[src/rtl/sap_pkg.sv]
// Shared definitions for the SAP accumulator core: opcodes, FSM states and
// instruction-field index helpers.
package sap_pkg;

    localparam logic [3:0] OP_NOP = 4'h0;
    localparam logic [3:0] OP_LDA = 4'h1;
    localparam logic [3:0] OP_ADD = 4'h2;
    localparam logic [3:0] OP_SUB = 4'h3;
    localparam logic [3:0] OP_STA = 4'h4;
    localparam logic [3:0] OP_LDI = 4'h5;
    localparam logic [3:0] OP_JMP = 4'h6;
    localparam logic [3:0] OP_JC  = 4'h7;
    localparam logic [3:0] OP_JZ  = 4'h8;
    localparam logic [3:0] OP_OUT = 4'hE;
    localparam logic [3:0] OP_HLT = 4'hF;

    typedef enum logic [2:0] {
        IDLE = 3'd0,
        F0   = 3'd1,
        F1   = 3'd2,
        X2   = 3'd3,
        X3   = 3'd4,
        X4   = 3'd5,
        OUTW = 3'd6,
        HALT = 3'd7
    } state_t;

    // Opcode occupies the top nibble; the immediate is everything below it.
    function automatic int op_lsb(input int dw);
        return dw - 4;
    endfunction

    function automatic int imm_msb(input int dw);
        return dw - 5;
    endfunction

endpackage

[src/rtl/sap_alu.sv]
// Combinational DATA_W adder/subtractor; subtraction is A + ~B + 1 so the
// carry out reads as "no borrow".
module sap_alu #(
    parameter int DATA_W = 8
) (
    input  logic [DATA_W-1:0] a,
    input  logic [DATA_W-1:0] b,
    input  logic              sub,
    output logic [DATA_W-1:0] result,
    output logic              carry,
    output logic              zero
);

    logic [DATA_W:0] sum;

    always_comb begin
        sum    = {1'b0, a} + {1'b0, b ^ {DATA_W{sub}}} + {{DATA_W{1'b0}}, sub};
        result = sum[DATA_W-1:0];
        carry  = sum[DATA_W];
        zero   = (sum[DATA_W-1:0] == '0);
    end

endmodule

[src/rtl/sap_cpu_core.sv]
// Parametrised SAP-class accumulator CPU with program-loader handshake.
// Define SAP_CPU_OUT_HS_EN to make OUT stall in OUTW until out_ready.
module sap_cpu_core
    import sap_pkg::*;
#(
    parameter int DATA_W = 8,
    parameter int ADDR_W = 4
) (
    input  logic              clk,
    input  logic              rst_n,
    input  logic              prog_valid,
    output logic              prog_ready,
    input  logic [ADDR_W-1:0] prog_addr,
    input  logic [DATA_W-1:0] prog_data,
    input  logic              run,
    output logic [DATA_W-1:0] out_data,
    output logic              out_valid,
    input  logic              out_ready,
    output logic              halted,
    output logic              cf,
    output logic              zf,
    output logic [ADDR_W-1:0] pc_dbg
);

    localparam int DEPTH   = 1 << ADDR_W;
    localparam int OP_LSB  = op_lsb(DATA_W);
    localparam int IMM_MSB = imm_msb(DATA_W);

    state_t            state;
    logic [ADDR_W-1:0] pc, mar;
    logic [DATA_W-1:0] ir, a, b;
    logic [DATA_W-1:0] ram [DEPTH];

    logic [3:0]        opcode;
    logic [ADDR_W-1:0] operand;
    logic [DATA_W-1:0] imm;
    logic [DATA_W-1:0] rd;
    logic [DATA_W-1:0] alu_y;
    logic              alu_c, alu_z;

    assign opcode     = ir[DATA_W-1:OP_LSB];
    assign operand    = ir[ADDR_W-1:0];
    assign imm        = DATA_W'(ir[IMM_MSB:0]);
    assign rd         = ram[mar];
    assign prog_ready = (state == IDLE);
    assign halted     = (state == HALT);
    assign pc_dbg     = pc;

    sap_alu #(.DATA_W(DATA_W)) u_alu (
        .a      (a),
        .b      (b),
        .sub    (opcode == OP_SUB),
        .result (alu_y),
        .carry  (alu_c),
        .zero   (alu_z)
    );

    always_ff @(posedge clk or negedge rst_n) begin
        if (!rst_n) begin
            state     <= IDLE;
            pc        <= '0;
            mar       <= '0;
            ir        <= '0;
            a         <= '0;
            b         <= '0;
            out_data  <= '0;
            out_valid <= 1'b0;
            cf        <= 1'b0;
            zf        <= 1'b0;
            for (int i = 0; i < DEPTH; i++) ram[i] <= '0;
        end else begin
`ifndef SAP_CPU_OUT_HS_EN
            out_valid <= 1'b0;
`endif
            case (state)
                IDLE: begin
                    // Loader write wins over run so a same-cycle start is dropped.
                    if (prog_valid) begin
                        ram[prog_addr] <= prog_data;
                    end else if (run) begin
                        pc    <= '0;
                        a     <= '0;
                        b     <= '0;
                        cf    <= 1'b0;
                        zf    <= 1'b0;
                        state <= F0;
                    end
                end
                F0: begin
                    mar   <= pc;
                    state <= F1;
                end
                F1: begin
                    ir    <= rd;
                    pc    <= pc + ADDR_W'(1);
                    state <= X2;
                end
                X2: begin
                    state <= F0;
                    case (opcode)
                        OP_NOP: ;
                        OP_LDA, OP_ADD, OP_SUB, OP_STA: begin
                            mar   <= operand;
                            state <= X3;
                        end
                        OP_LDI: a <= imm;
                        OP_JMP: pc <= operand;
                        OP_JC:  if (cf) pc <= operand;
                        OP_JZ:  if (zf) pc <= operand;
                        OP_OUT: begin
                            out_data  <= a;
                            out_valid <= 1'b1;
`ifdef SAP_CPU_OUT_HS_EN
                            state     <= OUTW;
`endif
                        end
                        OP_HLT: state <= HALT;
                        default: ;
                    endcase
                end
                X3: begin
                    state <= F0;
                    case (opcode)
                        OP_LDA: a <= rd;
                        OP_ADD, OP_SUB: begin
                            b     <= rd;
                            state <= X4;
                        end
                        OP_STA: ram[mar] <= a;
                        default: ;
                    endcase
                end
                X4: begin
                    a     <= alu_y;
                    cf    <= alu_c;
                    zf    <= alu_z;
                    state <= F0;
                end
                OUTW: begin
`ifdef SAP_CPU_OUT_HS_EN
                    if (out_ready) begin
                        out_valid <= 1'b0;
                        state     <= F0;
                    end
`else
                    // Unreachable without the handshake; kept benign.
                    out_valid <= out_valid & ~out_ready;
                    state     <= F0;
`endif
                end
                HALT: begin
                    if (!run) state <= IDLE;
                end
                default: state <= IDLE;
            endcase
        end
    end

endmodule

[config.mk]
export PLATFORM = sky130hd
export DESIGN_NAME = sap_cpu_core
export DESIGN_NICKNAME = d
export VERILOG_FILES = /design/src/rtl/sap_pkg.sv /design/src/rtl/sap_alu.sv /design/src/rtl/sap_cpu_core.sv
export SDC_FILE = /design/constraint.sdc
export NUM_CORES = 1
export LEC_CHECK = 0
export CORE_UTILIZATION = 45
export CTS_CLUSTER_SIZE = 8
export DETAILED_ROUTE_END_ITERATION = 10
export PLACE_DENSITY = 0.61
export SYNTH_ARGS = -nofsm -noshare
export SYNTH_HDL_FRONTEND = slang
export SYNTH_SLANG_ARGS = --single-unit
[constraint.sdc]
create_clock -name clk -period 4.3 [get_ports clk]
set_clock_uncertainty 0.05 [all_clocks]
set_input_delay 0.43 -clock clk [delete_from_list [all_inputs] [get_ports clk]]
set_output_delay 0.43 -clock clk [all_outputs]
set_load 0.03 [all_outputs]
Yosys cells after proc, flatten, opt, wreduce, memory -nomap -nowiden
Index checks and enable logic that the tools add are counted.
{"block": "op_classes", "order_cmp": 4, "n_eq_ne": 29, "n_addsub": 3, "n_reduce_logical": 20, "bitwise_logic": 5, "shifts": 0, "muxes": 39, "div": 0, "multipliers": 0}
{"cell": "$bwmux W128", "n": 2}
{"cell": "$mux W128", "n": 2}
{"cell": "$pmux W128 S2", "n": 1}
{"cell": "$mux W8", "n": 9}
{"cell": "$demux W8 S4", "n": 2}
{"cell": "$bmux W8 S4", "n": 1}
{"cell": "$pmux W8 S4", "n": 1}
{"cell": "$pmux W4 S3", "n": 2}
{"cell": "$pmux W3 S7", "n": 1}
{"cell": "$mux W4", "n": 5}
{"cell": "$eq A4 B3 Y1 const B", "n": 4}
{"cell": "$pmux W8 S2", "n": 1}
{"cell": "$eq A3 B3 Y1 const B", "n": 4}
{"cell": "$eq A4 B4 Y1 const B", "n": 3}
{"cell": "$mux W3", "n": 4}
{"cell": "$ge A5 B5 Y1 const B", "n": 2}
{"cell": "$lt A5 B1 Y1 const B", "n": 2}
{"cell": "$ne A2 B1 Y1 const B", "n": 5}
{"cell": "$not A4 Y5", "n": 2}
{"cell": "$add A8 B8 Y9", "n": 1}
{"cell": "$add A9 B1 Y9", "n": 1}
{"cell": "$reduce_and A3 Y1", "n": 3}
{"cell": "$eq A4 B2 Y1 const B", "n": 2}
{"cell": "$logic_not A8 Y1", "n": 1}
{"cell": "other kinds (25)", "n": 39}
{"block": "totals", "latch_bits": 0, "out_inout_bits": 17, "ff_bits": 174, "mem_bits_ro": 0, "ram_bits": 0, "memories": 0, "elab_cells": 126}

Depth between registers and ports, before layout
{"block": "logic_depth", "word_depth": 8, "mapped_depth": 10}

Modules after synthesis
From an unflattened synthesis, not the netlist that was laid out.
{"block": "unflattened", "hier_cells": 856, "area_unflattened_um2": 9843.2}
{"module": "sap_cpu_core", "seq_area_each_um2": 4354.2, "cells_each": 800, "area_each_um2": 9410.3, "instances": 1}
{"module": "sap_alu", "seq_area_each_um2": 0.0, "cells_each": 56, "area_each_um2": 432.9, "instances": 1}

Least setup slack after synthesis
Ideal clock, no wire load.
{"block": "synth_path", "path_type": "register to register", "from": "register ir[5]", "to": "register a[5]", "t_required_ns": 4.124, "setup_time_ns": 0.126, "t_arrival_ns": 2.802, "stages_incl_launch_ff": 11, "setup_slack_ns": 1.322, "path_buffers": 2, "cell_sequence": "dfrtp_1 -> clkbuf_1 -> nor4bb_1 -> buf_2 -> xor2_1 -> ha_1 -> and3b_1 -> a2111o_1 -> a211oi_1 -> xnor2_1 -> a221o_1"}
{"block": "synth_via", "elab_chain_len": 5, "elab_cells_between_ends": 10}
{"element": "start: declaration", "line_no": "sap_cpu_core.sv:31", "text": "logic [DATA_W-1:0] ir, a, b;"}
{"element": "start signal: assignment", "line_no": "sap_cpu_core.sv:94", "text": "ir <= rd;"}
{"element": "$eq A4 B2 Y1", "line_no": "sap_cpu_core.sv:52", "text": ".sub (opcode == OP_SUB),"}
{"element": "$xor A8 B8 Y8", "line_no": "sap_alu.sv:17", "text": "sum = {1'b0, a} + {1'b0, b ^ {DATA_W{sub}}} + {{DATA_W{1'b0}}, sub};"}
{"element": "$add A8 B8 Y9", "line_no": "sap_alu.sv:17"}
{"element": "$add A9 B1 Y9", "line_no": "sap_alu.sv:17"}
{"element": "$pmux W8 S4", "line_no": "sap_cpu_core.sv:75", "text": "case (state)"}
{"element": "end signal: assignment", "line_no": "sap_cpu_core.sv:106", "text": "OP_LDI: a <= imm;"}
{"element": "end signal: assignment", "line_no": "sap_cpu_core.sv:124", "text": "OP_LDA: a <= rd;"}
{"element": "end signal: assignment", "line_no": "sap_cpu_core.sv:134", "text": "a <= alu_y;"}
{"element": "end: declaration", "line_no": "sap_cpu_core.sv:31"}
Several ways; a longest one is shown, not always the timed one.
A chain may end at the register's enable or synchronous reset.

Worst setup path in the final report
{"block": "layout_path", "from": "register ir[7]", "to": "register a[5]"}
Same word-level chain as after synthesis.

==> impl_metrics.tcl <==
set metrics [dict create \
    cp_data_required_time_ns 4.57 \
    core-area_mm2 0.0212 \
    synth_top_family_by_area "multiplexers" \
    synthToLayoutAreaGrowth_pct 11.2 \
    start_util 0.461 \
    synth_seq_cells 174 \
    synth_top_area_cell "dfrtp_1" \
    nets 858 \
    h-tree-depth 4 \
    vias_per_cell 6.68 \
    cts.sinks 174 \
    status "completed" \
    use_met2 0.420 \
    max_slew_margin 0.264 \
    syn_inst 829 \
    placementRows 53 \
    period_needed_ns 3.28 \
    peakVddDrop_mv 0.290 \
    cap_violations 0 \
    drt-initial-drc-count 931 \
    synthDistinctLibCells 59 \
    cp.arrival_ns 3.55 \
    synth_fa_ha_area_frac 0.0123 \
    grt_pass1_vias 7513 \
    antennaDiodeCount 0 \
    use_met1 0.389 \
    die_x_um 149 \
    grt_setup_unrepaired "no" \
    synth.area.mux_share 0.276 \
    cts_buffer_depth 2 \
    dieArea_mm2 0.0223 \
    critPathLaunchType "flop" \
    ios 34 \
    place.gp.congestion 0.857 \
    cts_hold_buffers 0 \
    path_class "flop to flop" \
    seq_area_frac_synth 0.446 \
    synth-compound-area-share 0.144 \
    cpMaxStageDelayCell "dfrtp_1" \
    p_leak_uw 0.00487 \
    ant_nets 0 \
    hold_class "primary input to async pin" \
    drcViolationCount 0 \
    clk-insertion-delay-late_ns 0.44 \
    synth_nets 855 \
    worst_slew_pin_slew_ns 1.10 \
    p_per_area_mw_per_mm2 319 \
    synth.top_cell.area_share 0.446 \
    portBuffers 33 \
    cts_setup_buffers 0 \
    drive_gt1_frac 0.283 \
    grt-busiest-layer "met2" \
    yosys_warnings 0 \
    avgSynthCellArea_um2 11.8 \
    finalHoldViolCount 0 \
    cts.repair.resized 0 \
    endpoint_kind "flop" \
    synth_simple_gate_area_frac 0.0814 \
    finalMaxSlewViolations 0 \
    finalInstanceArea_mm2 0.0109 \
    synth_ff_type "dfrtp_1" \
    synth_edf_count 0 \
    r2r_setup_slack_ns 1.02 \
    cts_buffers 17 \
    hpwl_um 19500 \
    antenna_found_initial 0 \
    globalRouteTotalUtil 0.278 \
    routed_wl_um 29200 \
    cts_tree "yes" \
    grtUsageMet3 0.0581 \
    seq_area_mm2 0.00436 \
    fill_cells 1820 \
    utilization 0.513 \
    finalCritPeriodShare 0.764 \
    multi_input_area_mm2 0.00515 \
    yosysMostFrequentCell "dfrtp_1" \
    clock.fmax_mhz 304 \
    path_cells "nor4bb_2 -> buf_4 -> xor2_1 -> ha_1 -> and3b_1 -> a2111o_1 -> a211oi_1 -> xnor2_1 -> a221o_1" \
    grt_max_degree 108 \
    synth-xor-area-share 0.0126 \
    wl_per_cell_um 26.0 \
    gr-total-overflow 0 \
    worst-path-max-fanout 12 \
    critical-path-max-stage-delay_ns 0.51 \
    first_pass_iters 5 \
    placed_cell_area_mm2 0.0103 \
    die_y_um 149 \
    synth_commonest_cells "dfrtp_1 (174), mux2_2 (152), o22ai_1 (122)" \
    syn_area_mm2 0.00976 \
    grt_pass1_wl_um 45900 \
    fin_tns_setup_ns 0 \
    synth_area_leaders "dfrtp_1 (45%), mux2_2 (18%), o22ai_1 (7.8%)" \
    synthArstFlopShare 1.00 \
    cts_root_buf "clkbuf_16" \
    vias 7477 \
    setup_viol 0 \
    cts.clk_slew.worst_paths_ns 0.07 \
]
final cells by class:
cell class | instances | area share
clock buffer | 18 | 0.0405
clock inverter | 14 | 0.0123
inverter | 5 | 0.00173
multi-input combinational | 591 | 0.474
sequential | 174 | 0.401
tap | 275 | 0.0317
timing repair buffer | 43 | 0.0386
metal layers:
metal / share of wire / routed length [um] / vias to the layer above
met2: 0.46 / 13400 / 382
met1: 0.43 / 12600 / 3814
met5: 0 / 0 / -
li1: - / - / 3239
met3: 0.078 / 2280 / 42
met4: 0.031 / 911 / 0
final timing paths:
path / endpoint / cells past startpoint / startpoint
setup / recovery: a[5] / 9 / ir[7]
hold / removal: out_valid / 1 / rst_n
setup reg to reg: a[5] / 9 / ir[7]
hold reg to reg: ir[3] / 2 / ir[3]
max in group asynchronous: ram[42] / 2 / rst_n
min in group clk: ir[3] / 2 / ir[3]
registers in the layout (all words and copies together), names as in the netlist:
signal	count
out_data	8
ram	128
a	8
b	8
out_valid	1
ir	8
pc_dbg	4
zf	1
state	3
cf	1
mar	4
logic make-up (layout without fill, tap and decap cells):
kind of cell	Yosys count	after routing
XOR/XNOR	14	14
AO/OA/AOI/OAI	214	214
adder cells (fa/ha/maj)	9	9
AND/OR/NAND/NOR	160	160
buffers and inverters	64	80
multiplexers	194	194
flip-flops	174	174
per-stage QoR:
stage / worst slack (ns) / hold WS (ns) / total power (uW) / instances
after floorplan: 1.32 / 0.0844 / 1840 / 829
after global placement: 1.16 / 0.414 / 1960 / 1088
after detailed placement: 1.10 / 0.421 / 1960 / 1088
after CTS: 1.07 / 0.125 / 3470 / 1120
after global routing: 0.917 / 0.157 / 3580 / 1120
final: 1.02 / 0.0506 / 3460 / 1120
layout by cell type (no fill, tap or decap), types with 4 or more instances in the layout:
master,synthesis,layout
a21oi_1,19,19
a221o_1,6,6
a22o_1,9,9
a2bb2oi_1,4,4
a41oi_1,4,4
and2_1,7,7
and3_1,7,7
buf_4,0,9
clkbuf_16,0,17
clkdlybuf4s50_1,0,32
clkinv_4,0,5
dfrtp_1,174,173
ha_1,8,8
inv_1,5,5
inv_6,0,4
mux2_2,152,152
mux4_1,19,19
mux4_2,20,20
nand2_1,54,54
nand3_1,16,16
nor2_1,31,31
nor2_2,11,11
nor2b_1,12,12
o21ai_0,18,18
o21ai_1,4,4
o22ai_1,122,122
o31ai_1,5,5
xnor2_1,4,4
xor2_1,10,10
power breakdown:
part           internal (uW)  total [uW]  switching (uW)
Combinational           82.4         255             173
Clock                    822        1530             709
Sequential              1650        1680            29.5
Total                   2550        3460             911
critical path: cells and delay by family (launching register included):
family	cells	cell delay, ns
adder cells (fa/ha/maj)	1	0.29
flip-flops	1	0.51
buffers and inverters	1	0.23
XOR/XNOR	2	0.42
AO/OA/AOI/OAI	3	1.18
AND/OR/NAND/NOR	2	0.48
(Power assumes the default switching activity.)
